<file path="config.mk">
export PLATFORM = sky130hd
export DESIGN_NAME = lsu_mem_ctrl
export DESIGN_NICKNAME = d
export VERILOG_FILES = /design/src/rtl/lsu_mem_ctrl_pkg.sv /design/src/rtl/lsu_mem_ctrl_load_align.sv /design/src/rtl/lsu_mem_ctrl.sv
export SDC_FILE = /design/constraint.sdc
export NUM_CORES = 1
export LEC_CHECK = 0
export BUFFER_PORTS_ARGS = -buffer_cell sky130_fd_sc_hd__buf_2
export CAP_MARGIN = 30
export CORE_MARGIN = 5
export CORE_UTILIZATION = 35
export CTS_CLUSTER_SIZE = 25
export DETAILED_ROUTE_END_ITERATION = 10
export GPL_TIMING_DRIVEN = 1
export SLEW_MARGIN = 20
export SYNTH_ARGS = -nofsm -noshare
export SYNTH_HDL_FRONTEND = slang
export SYNTH_SLANG_ARGS = --single-unit
</file>
<file path="constraint.sdc">
create_clock -name clk -period 8.77 [get_ports clk]
set_input_delay 0.4385 -clock clk [delete_from_list [all_inputs] [get_ports clk]]
set_output_delay 0.4385 -clock clk [all_outputs]
set_load 0.01 [all_outputs]
</file>
<file path="src/rtl/lsu_mem_ctrl_pkg.sv">
// Shared LSU types: control opcodes, FSM states, byte-enable patterns and
// small opcode classification helpers.
package lsu_mem_ctrl_pkg;

  typedef enum logic [3:0] {
    LSU_NOP, LSU_LB, LSU_LH, LSU_LW, LSU_LBU, LSU_LHU, LSU_SB, LSU_SH, LSU_SW
  } lsuCtrl_e;

  typedef enum logic [1:0] {LSU_IDLE, LSU_REQ, LSU_WAIT, LSU_DONE} lsuState_e;

  localparam logic [3:0] BE_BYTE = 4'b0001;
  localparam logic [3:0] BE_HALF = 4'b0011;
  localparam logic [3:0] BE_WORD = 4'b1111;

  function automatic logic is_store(lsuCtrl_e c);
    return c inside {LSU_SB, LSU_SH, LSU_SW};
  endfunction

  function automatic logic is_misaligned(lsuCtrl_e c, logic [1:0] off);
    logic m;
    m = 1'b0;
    case (c)
      LSU_LH, LSU_LHU, LSU_SH: m = off[0];
      LSU_LW, LSU_SW:          m = (off != 2'b00);
      default:                 m = 1'b0;
    endcase
    return m;
  endfunction

endpackage

</file>
<file path="src/rtl/lsu_mem_ctrl_load_align.sv">
// Picks the addressed byte/half out of the raw memory word and sign- or
// zero-extends it according to the load opcode.
module lsu_mem_ctrl_load_align
  import lsu_mem_ctrl_pkg::*;
#(
  parameter int XLEN = 32
) (
  input  lsuCtrl_e          ctrl,
  input  logic [1:0]        off,
  input  logic [XLEN-1:0]   raw,
  output logic [XLEN-1:0]   ext
);

  logic [7:0]  byte_v;
  logic [15:0] half_v;

  assign byte_v = raw[{off, 3'b000} +: 8];
  assign half_v = raw[{off[1], 4'b0000} +: 16];

  always_comb begin
    ext = raw;
    case (ctrl)
      LSU_LB:  ext = {{(XLEN-8){byte_v[7]}}, byte_v};
      LSU_LBU: ext = {{(XLEN-8){1'b0}}, byte_v};
      LSU_LH:  ext = {{(XLEN-16){half_v[15]}}, half_v};
      LSU_LHU: ext = {{(XLEN-16){1'b0}}, half_v};
      default: ext = raw;
    endcase
  end

endmodule

</file>
<file path="src/rtl/lsu_mem_ctrl.sv">
// Load/store unit: req/gnt/rvalid handshake to data memory, stalls the
// pipeline while an access is outstanding, returns extended load data.
module lsu_mem_ctrl
  import lsu_mem_ctrl_pkg::*;
#(
  parameter int XLEN     = 32,
  parameter int MAX_WAIT = 0
) (
  input  logic            clk,
  input  logic            rst,
  input  logic            lsu_valid,
  input  lsuCtrl_e        lsu_ctrl,
  input  logic [XLEN-1:0] lsu_addr,
  input  logic [XLEN-1:0] lsu_wdata,
  output logic            lsu_stall,
  output logic            lsu_done,
  output logic [XLEN-1:0] lsu_rdata,
  output logic            lsu_misaligned,
  output logic            lsu_err,
  output logic            dmem_req,
  output logic            dmem_we,
  output logic [3:0]      dmem_be,
  output logic [XLEN-1:0] dmem_addr,
  output logic [XLEN-1:0] dmem_wdata,
  input  logic            dmem_gnt,
  input  logic            dmem_rvalid,
  input  logic [XLEN-1:0] dmem_rdata
);

  localparam int CW = 16;

  lsuState_e       state_q, state_d;
  lsuCtrl_e        ctrl_q, ctrl_d;
  logic [XLEN-1:0] addr_q, addr_d;
  logic [XLEN-1:0] wdata_q, wdata_d;
  logic [XLEN-1:0] rdata_q, rdata_d;
  logic            mis_q, mis_d;
  logic            err_q, err_d;
  logic [CW-1:0]   cnt_q, cnt_d;

  logic            start;
  logic [XLEN-1:0] load_ext;
  logic [3:0]      be;

  assign start = lsu_valid && (lsu_ctrl != LSU_NOP);

  lsu_mem_ctrl_load_align #(.XLEN(XLEN)) u_align (
    .ctrl (ctrl_q),
    .off  (addr_q[1:0]),
    .raw  (dmem_rdata),
    .ext  (load_ext)
  );

  always_comb begin
    state_d = state_q;
    ctrl_d  = ctrl_q;
    addr_d  = addr_q;
    wdata_d = wdata_q;
    rdata_d = rdata_q;
    mis_d   = mis_q;
    err_d   = err_q;
    cnt_d   = cnt_q;
    case (state_q)
      LSU_IDLE: if (start) begin
        ctrl_d  = lsu_ctrl;
        addr_d  = lsu_addr;
        wdata_d = lsu_wdata;
        err_d   = 1'b0;
        cnt_d   = '0;
        mis_d   = is_misaligned(lsu_ctrl, lsu_addr[1:0]);
        state_d = mis_d ? LSU_DONE : LSU_REQ;
      end
      LSU_REQ: if (dmem_gnt) begin
        cnt_d   = '0;
        state_d = is_store(ctrl_q) ? LSU_DONE : LSU_WAIT;
      end
      LSU_WAIT: begin
        // rvalid wins over a timeout landing in the same cycle
        if (dmem_rvalid) begin
          rdata_d = load_ext;
          state_d = LSU_DONE;
        end else if ((MAX_WAIT != 0) && (cnt_q == CW'(MAX_WAIT - 1))) begin
          rdata_d = '0;
          err_d   = 1'b1;
          state_d = LSU_DONE;
        end else begin
          cnt_d = cnt_q + CW'(1);
        end
      end
      default: begin
        mis_d   = 1'b0;
        err_d   = 1'b0;
        state_d = LSU_IDLE;
      end
    endcase
  end

  always_ff @(posedge clk or posedge rst) begin
    if (rst) begin
      state_q <= LSU_IDLE;
      ctrl_q  <= LSU_NOP;
      addr_q  <= '0;
      wdata_q <= '0;
      rdata_q <= '0;
      mis_q   <= 1'b0;
      err_q   <= 1'b0;
      cnt_q   <= '0;
    end else begin
      state_q <= state_d;
      ctrl_q  <= ctrl_d;
      addr_q  <= addr_d;
      wdata_q <= wdata_d;
      rdata_q <= rdata_d;
      mis_q   <= mis_d;
      err_q   <= err_d;
      cnt_q   <= cnt_d;
    end
  end

  always_comb begin
    be = 4'b0000;
    case (ctrl_q)
      LSU_LB, LSU_LBU, LSU_SB: be = BE_BYTE << addr_q[1:0];
      LSU_LH, LSU_LHU, LSU_SH: be = BE_HALF << {addr_q[1], 1'b0};
      LSU_LW, LSU_SW:          be = BE_WORD;
      default:                 be = 4'b0000;
    endcase
  end

  always_comb begin
    dmem_wdata = wdata_q;
    case (ctrl_q)
      LSU_SB:  dmem_wdata = {(XLEN/8){wdata_q[7:0]}};
      LSU_SH:  dmem_wdata = {(XLEN/16){wdata_q[15:0]}};
      default: dmem_wdata = wdata_q;
    endcase
  end

  assign dmem_req       = (state_q == LSU_REQ);
  assign dmem_we        = dmem_req && is_store(ctrl_q);
  assign dmem_be        = dmem_req ? be : 4'b0000;
  assign dmem_addr      = {addr_q[XLEN-1:2], 2'b00};
  assign lsu_done       = (state_q == LSU_DONE);
  assign lsu_misaligned = lsu_done && mis_q;
  assign lsu_err        = lsu_done && err_q;
  assign lsu_rdata      = rdata_q;
  // reset also masks the combinational accept term so stall is 0 under reset
  assign lsu_stall      = !rst && (((state_q == LSU_IDLE) && start) ||
                                   (state_q == LSU_REQ) || (state_q == LSU_WAIT));

endmodule
</file>
After elaboration in Yosys (flattened, before gate mapping)

Cells that the tools add are included.

Shifts and indexed selects: 4
Bitwise operators: 1
Equality and inequality tests: 19
Multiplexer cells: 17
Reductions and logical operators: 23

Operators by type and width:

| kind                                                                  | number |
|---|---|
| 32-bit one-hot mux with 4 select lines                                | 1 |
| 32-bit one-hot mux with 2 select lines                                | 1 |
| 32-bit by 6-bit indexed part select with 16-bit output                | 1 |
| 32-bit by 6-bit indexed part select with 8-bit output                 | 1 |
| 4-bit by 3-bit equality test with 1-bit output, second input constant | 6 |
| 4-bit by 2-bit equality test with 1-bit output, second input constant | 4 |
| 4-bit one-hot mux with 3 select lines                                 | 1 |
| 3-bit OR reduction                                                    | 3 |
| 4-bit equality test, second input constant                            | 2 |
| 2-bit 2-to-1 mux                                                      | 4 |
| 1-bit logical AND                                                     | 6 |
| 1-bit one-hot mux with 2 select lines                                 | 3 |
| 2-bit one-hot mux with 3 select lines                                 | 1 |
| 2-bit AND reduction                                                   | 3 |
| 2-bit OR reduction                                                    | 3 |
| 1-bit 2-to-1 mux                                                      | 5 |
| 2-bit equality test, second input constant                            | 2 |
| 4-bit by 1-bit equality test with 1-bit output, second input constant | 1 |
| 4-bit 2-to-1 mux                                                      | 1 |
| 2-bit != test, second input constant                                  | 2 |
| 4-bit nonzero test                                                    | 1 |
| 1-bit by 2-bit left shift with 4-bit output, first input constant     | 1 |
| 2-bit by 2-bit left shift with 4-bit output, first input constant     | 1 |
| 3-bit AND reduction                                                   | 1 |
| 8 further kinds                                                       | 9 |

Word-level logic and storage cells: 71
Output and inout port bits: 106
Bits of input ports: 105
Register bits after elaboration: 104

Depth between registers and ports, before layout

Depth in word-level cells: 8
Depth in mapped cells: 7
Mapped depth without buffers: 5

Hierarchy

From an unflattened synthesis, not the netlist that was laid out.

Cells, all modules: 444
Area total of the unflattened synthesis: 5,489.0 um^2

Modules (own cells, without submodules):

| module                  | area each (um^2) | sequential area each (um^2) | times used | cells an instance |
|---|---|---|---|---|
| lsu_mem_ctrl            | 4,789.6          | 2,577.5                     | 1          | 354 |
| lsu_mem_ctrl_load_align | 699.4            | 0.0                         | 1          | 90 |

Least setup slack after synthesis

OpenSTA, ideal clock, no wires.

Path type: register to output
Start: reg ctrl_q[3]
End: out dmem_wdata[10]
Stages on the path, launching flop included: 5
Path buffers: 1
Slack: 6.869 ns
Data arrival time: 1.463 ns
Data required time: 8.332 ns
Cells stage by stage: dfrtp_1 -> clkbuf_2 -> nand3b_2 -> nor2_2 -> mux2_2

Longest elaborated chain between the ends: 2
Elaborated cells on any way between the ends: 3
Classes of those cells: eq/ne (2); mux (1)

RTL lines:

| item                                           | line                | text |
|---|---|---|
| start, declared                                | lsu_mem_ctrl.sv:33  | `lsuCtrl_e ctrl_q, ctrl_d;` |
| start signal, assigned                         | lsu_mem_ctrl.sv:110 | `ctrl_q <= ctrl_d;` |
| 4-bit by 3-bit equality test with 1-bit output | lsu_mem_ctrl.sv:132 | `case (ctrl_q)` |
| 32-bit one-hot mux with 2 select lines *       | lsu_mem_ctrl.sv:132 |  |
| end, declared                                  | lsu_mem_ctrl.sv:24  | `output logic [XLEN-1:0] dmem_wdata,` |

Every way passes the cells marked *; elsewhere a longest branch is shown, timed or not.

Worst setup path in the final report

Same ends and word-level chain as after synthesis.

==> impl_table.tex <==
\begin{tabular}{lr}
\hline
Metric & Value \\
\hline
\multicolumn{2}{l}{\textbf{Finish}} \\
\quad Commonest cells after routing, fill and taps aside & 207 x buf\_2, 103 x dfrtp\_1, 82 x mux2\_2 \\
\quad Count of inserted antenna diode cells & 0 \\
\quad Layout cell share with drive strength beyond 1 & 0.501 \\
\quad Growth of design area from synthesis to finish & 21.8\% \\
\quad Fill count & 1537 \\
\quad Final net count & 766 \\
\quad Most frequent standard cell in the layout excluding fill and tap cells & buf\_2 \\
\multicolumn{2}{l}{\textbf{Power and ir drop}} \\
\quad LEAKAGE & 0.00317 µW \\
\quad Peak ir drop on the vdd network & 0.170 mV \\
\quad Share of power burned in registers & 0.353 \\
\quad Combinational power share & 0.479 \\
\quad Clock network power share & 0.167 \\
\quad Design internal power & 1570 µW \\
\quad Switching part of the total power & 0.402 \\
\quad Net switching power of the design & 1050 µW \\
\quad Total power density per cell area & 387 nW/µm² \\
\multicolumn{2}{l}{\textbf{CTS}} \\
\quad H-tree depth & 3 \\
\quad Clock root buffer master & clkbuf\_16 \\
\quad Clock edge transition at the registers on the reported setup and hold paths & 70 ps \\
\quad Number of setup buffers added after CTS & 0 \\
\quad Number of clock sinks & 103 \\
\quad Number of buffers created by CTS & 9 \\
\quad Hold\_buf cts & 0 \\
\quad CTS resizes & 0 \\
\quad Clock Path Buffers & 2 \\
\quad Worst skew pair latency & 350 ps \\
\quad TritonCTS clock tree & built \\
\multicolumn{2}{l}{\textbf{Synthesis}} \\
\quad Yosys warnings & 0 \\
\quad Synthesized netlist cell count & 505 \\
\quad Number of distinct standard cells referenced by the synthesized netlist & 61 \\
\quad Number of flops mapped to enable cells by yosys & 0 \\
\quad Mean instance size in the synthesized netlist & 11.0 µm² \\
\quad Most frequently used flop master after synthesis & dfrtp\_1 \\
\quad Register area share after synthesis & 0.464 \\
\quad Number of storage elements in the synthesis netlist & 103 \\
\quad Synth Cell Area & 5560 µm² \\
\quad Post-synth ARST share & 1.00 \\
\multicolumn{2}{l}{\textbf{Floorplanning}} \\
\quad Top-level I/O count & 211 \\
\quad Chip height & 136 µm \\
\quad Num rows & 46 \\
\quad Horizontal die dimension & 136 µm \\
\quad Die area & 18500 µm² \\
\quad Standard cell core area & 15700 µm² \\
\quad Starting Density & 0.354 \\
\multicolumn{2}{l}{\textbf{Timing}} \\
\quad Post-route minimum period & 3240 ps \\
\quad Sum of negative setup slack & 0 ps \\
\quad Fmax & 0.308 GHz \\
\quad Slew Limit Headroom & 0.369 \\
\quad Post-Route Skew & 7.65 ps \\
\quad Crit share post-route & 0.370 \\
\quad Worst-margin pin slew & 946 ps \\
\quad Number of pins exceeding their max-slew limit in the final report & 0 \\
\quad Post-layout worst setup margin & 5530 ps \\
\quad Setup repair after global routing missed its margin & no \\
\quad Hold violation count in the final report & 0 \\
\quad Finish-stage setup viols & 0 \\
\multicolumn{2}{l}{\textbf{Drt}} \\
\quad Routed via count & 4414 \\
\quad Number of vias per cell & 5.03 \\
\quad 1st-pass router iterations & 5 \\
\quad Post-DR wirelength/cell & 17.5 µm \\
\quad Initial detailed-routing violation count & 181 \\
\quad Post-route antenna net violation count & 0 \\
\quad Post-route DRC violation count & 0 \\
\quad Wire length reported by the detailed router & 15.3 mm \\
\multicolumn{2}{l}{\textbf{Critical path}} \\
\quad Critical path arrival & 2800 ps \\
\quad Launching element type of the critical path & flop \\
\quad Crit path max fanout & 26 \\
\quad Reg2reg end & lsu\_rdata[27] \\
\quad Worst Setup Path Type & reg -> out \\
\quad Source of the critical timing path & ctrl\_q[3] \\
\quad Worst endpoint required time & 8330 ps \\
\quad Reg2Reg Depth & 4 \\
\quad R2R Path Start & addr\_q[1] \\
\quad Register-to-register path setup slack & 6510 ps \\
\quad Critical path capture point type & primary output \\
\multicolumn{2}{l}{\textbf{Global route}} \\
\quad Via count of the first global-routing pass & 4496 \\
\quad GRT Resource Usage Total & 0.164 \\
\quad Antenna violations before repair & 0 \\
\quad Largest net degree at the start of global routing & 64 \\
\quad Total global routing overflow & 0 \\
\quad Global-route wire length before repair & 23.8 mm \\
\multicolumn{2}{l}{\textbf{Place}} \\
\quad Minimum setup slack after placement & 5870 ps \\
\quad Count of input and output buffers & 207 \\
\quad HPWL after detailed placement & 11.5 mm \\
\quad Gpl congestion & 0.851 \\
\multicolumn{2}{l}{\textbf{Worst hold path}} \\
\quad Worst hold-check path type & in -> async \\
\multicolumn{2}{l}{\textbf{Flow run}} \\
\quad Count of maximum capacitance violations & 0 \\
\multicolumn{2}{l}{\textbf{Status}} \\
\quad Status & finished clean \\
\hline
\end{tabular}
flip-flops by register name, summed over array words and instances, names as in the netlist:
register and count:
ctrl_q 4, state_q 2, lsu_rdata 32, wdata_q 32, addr_q 32, mis_q 1
worst max-delay path by stage:
| stage | endpoint | cells past startpoint |
|---|---|---|
| floorplan | addr_q[0] | 1 |
| global placement | dmem_wdata[12] | 4 |
| detailed placement | dmem_wdata[10] | 4 |
| CTS | dmem_wdata[10] | 4 |
| global route | dmem_wdata[8] | 4 |
| finish | dmem_wdata[10] | 4 |
synthesized netlist by cell type (all sizes together) (2+ instances only):
library cell	n	area, µm²
a21o	2	15.0
o31a	8	70.1
nand3b	2	18.8
a21boi	2	15.0
nand2b	2	12.5
o2111ai	2	17.5
nor3	2	10.0
mux2	91	1020
or4b	2	20.0
nor2b	2	12.5
nor2	38	145
mux2i	9	90.1
o21bai	6	45.0
a21oi	28	181
ha	4	50.1
nand2	35	131
inv	10	37.5
o21ai	32	160
and2	3	18.8
a31oi	9	56.3
o211ai	3	27.5
a32oi	7	61.3
or3b	2	20.0
dfrtp	103	2580
clkbuf	14	53.8
buf	58	408
a211oi	7	52.6
metal layers:
metal | share of wire | GRT usage
met1 | 0.41 | 0.209
met2 | 0.46 | 0.256
met3 | 0.11 | 0.0607
met4 | 0.017 | 0.0582
met5 | 0 | 0
power by group through the flow:
stage	clock [µW]	combinational (µW)	sequential [µW]
after floorplan	0	1000	866
after global placement	0	1230	931
after detailed placement	0	1270	932
after CTS	452	1270	925
after global routing	469	1380	960
final	439	1260	926
critical path, cell delays in order, from the launching register on:
cell      delay [ps]
dfrtp_1          590
nand3b_2         680
nor2_2           630
mux2_2           400
buf_2            140
area by class of cell:
class                           count  area, µm²  share of cell area
Clock buffer                        9        225              0.0333
Clock inverter                      6       93.8              0.0139
Inverter                           10       40.0             0.00591
Multi-Input combinational cell    322       2490               0.368
Sequential cell                   103       2580               0.381
Tap cell                          216        270              0.0399
Timing Repair Buffer              211       1070               0.159
metrics by stage:
| step | power [µW] | hold WS [ps] | instances | instance area [µm²] | util |
|---|---|---|---|---|---|
| 6_report | 2620 | 154 | 877 | 6770 | 0.431 |
| 5_1_grt | 2810 | 197 | 877 | 6770 | 0.431 |
| 4_1_cts | 2650 | 167 | 877 | 6770 | 0.431 |
| 3_5_place_dp | 2200 | 474 | 862 | 6450 | 0.411 |
| 3_3_place_gp | 2160 | 471 | 861 | 6440 | 0.410 |
| 2_1_floorplan | 1870 | 465 | 507 | 5560 | - |
cell families (layout without fill, tap and decap cells):
| kind of cell | count (synthesis) | after routing | share of synthesized area |
|---|---|---|---|
| AOI/OAI and AO/OA | 114 | 114 | 0.142 |
| DFF | 103 | 103 | 0.464 |
| muxes | 101 | 101 | 0.205 |
| and+or+nand+nor | 97 | 97 | 0.0851 |
| buffers and inverters | 82 | 236 | 0.0898 |
| adders and majority gates | 5 | 5 | 0.0108 |
| xor gates and xnor gates | 2 | 2 | 0.00315 |
| other | 1 | 3 | 0.000675 |
Note: power is estimated with default switching activity, not from simulation.
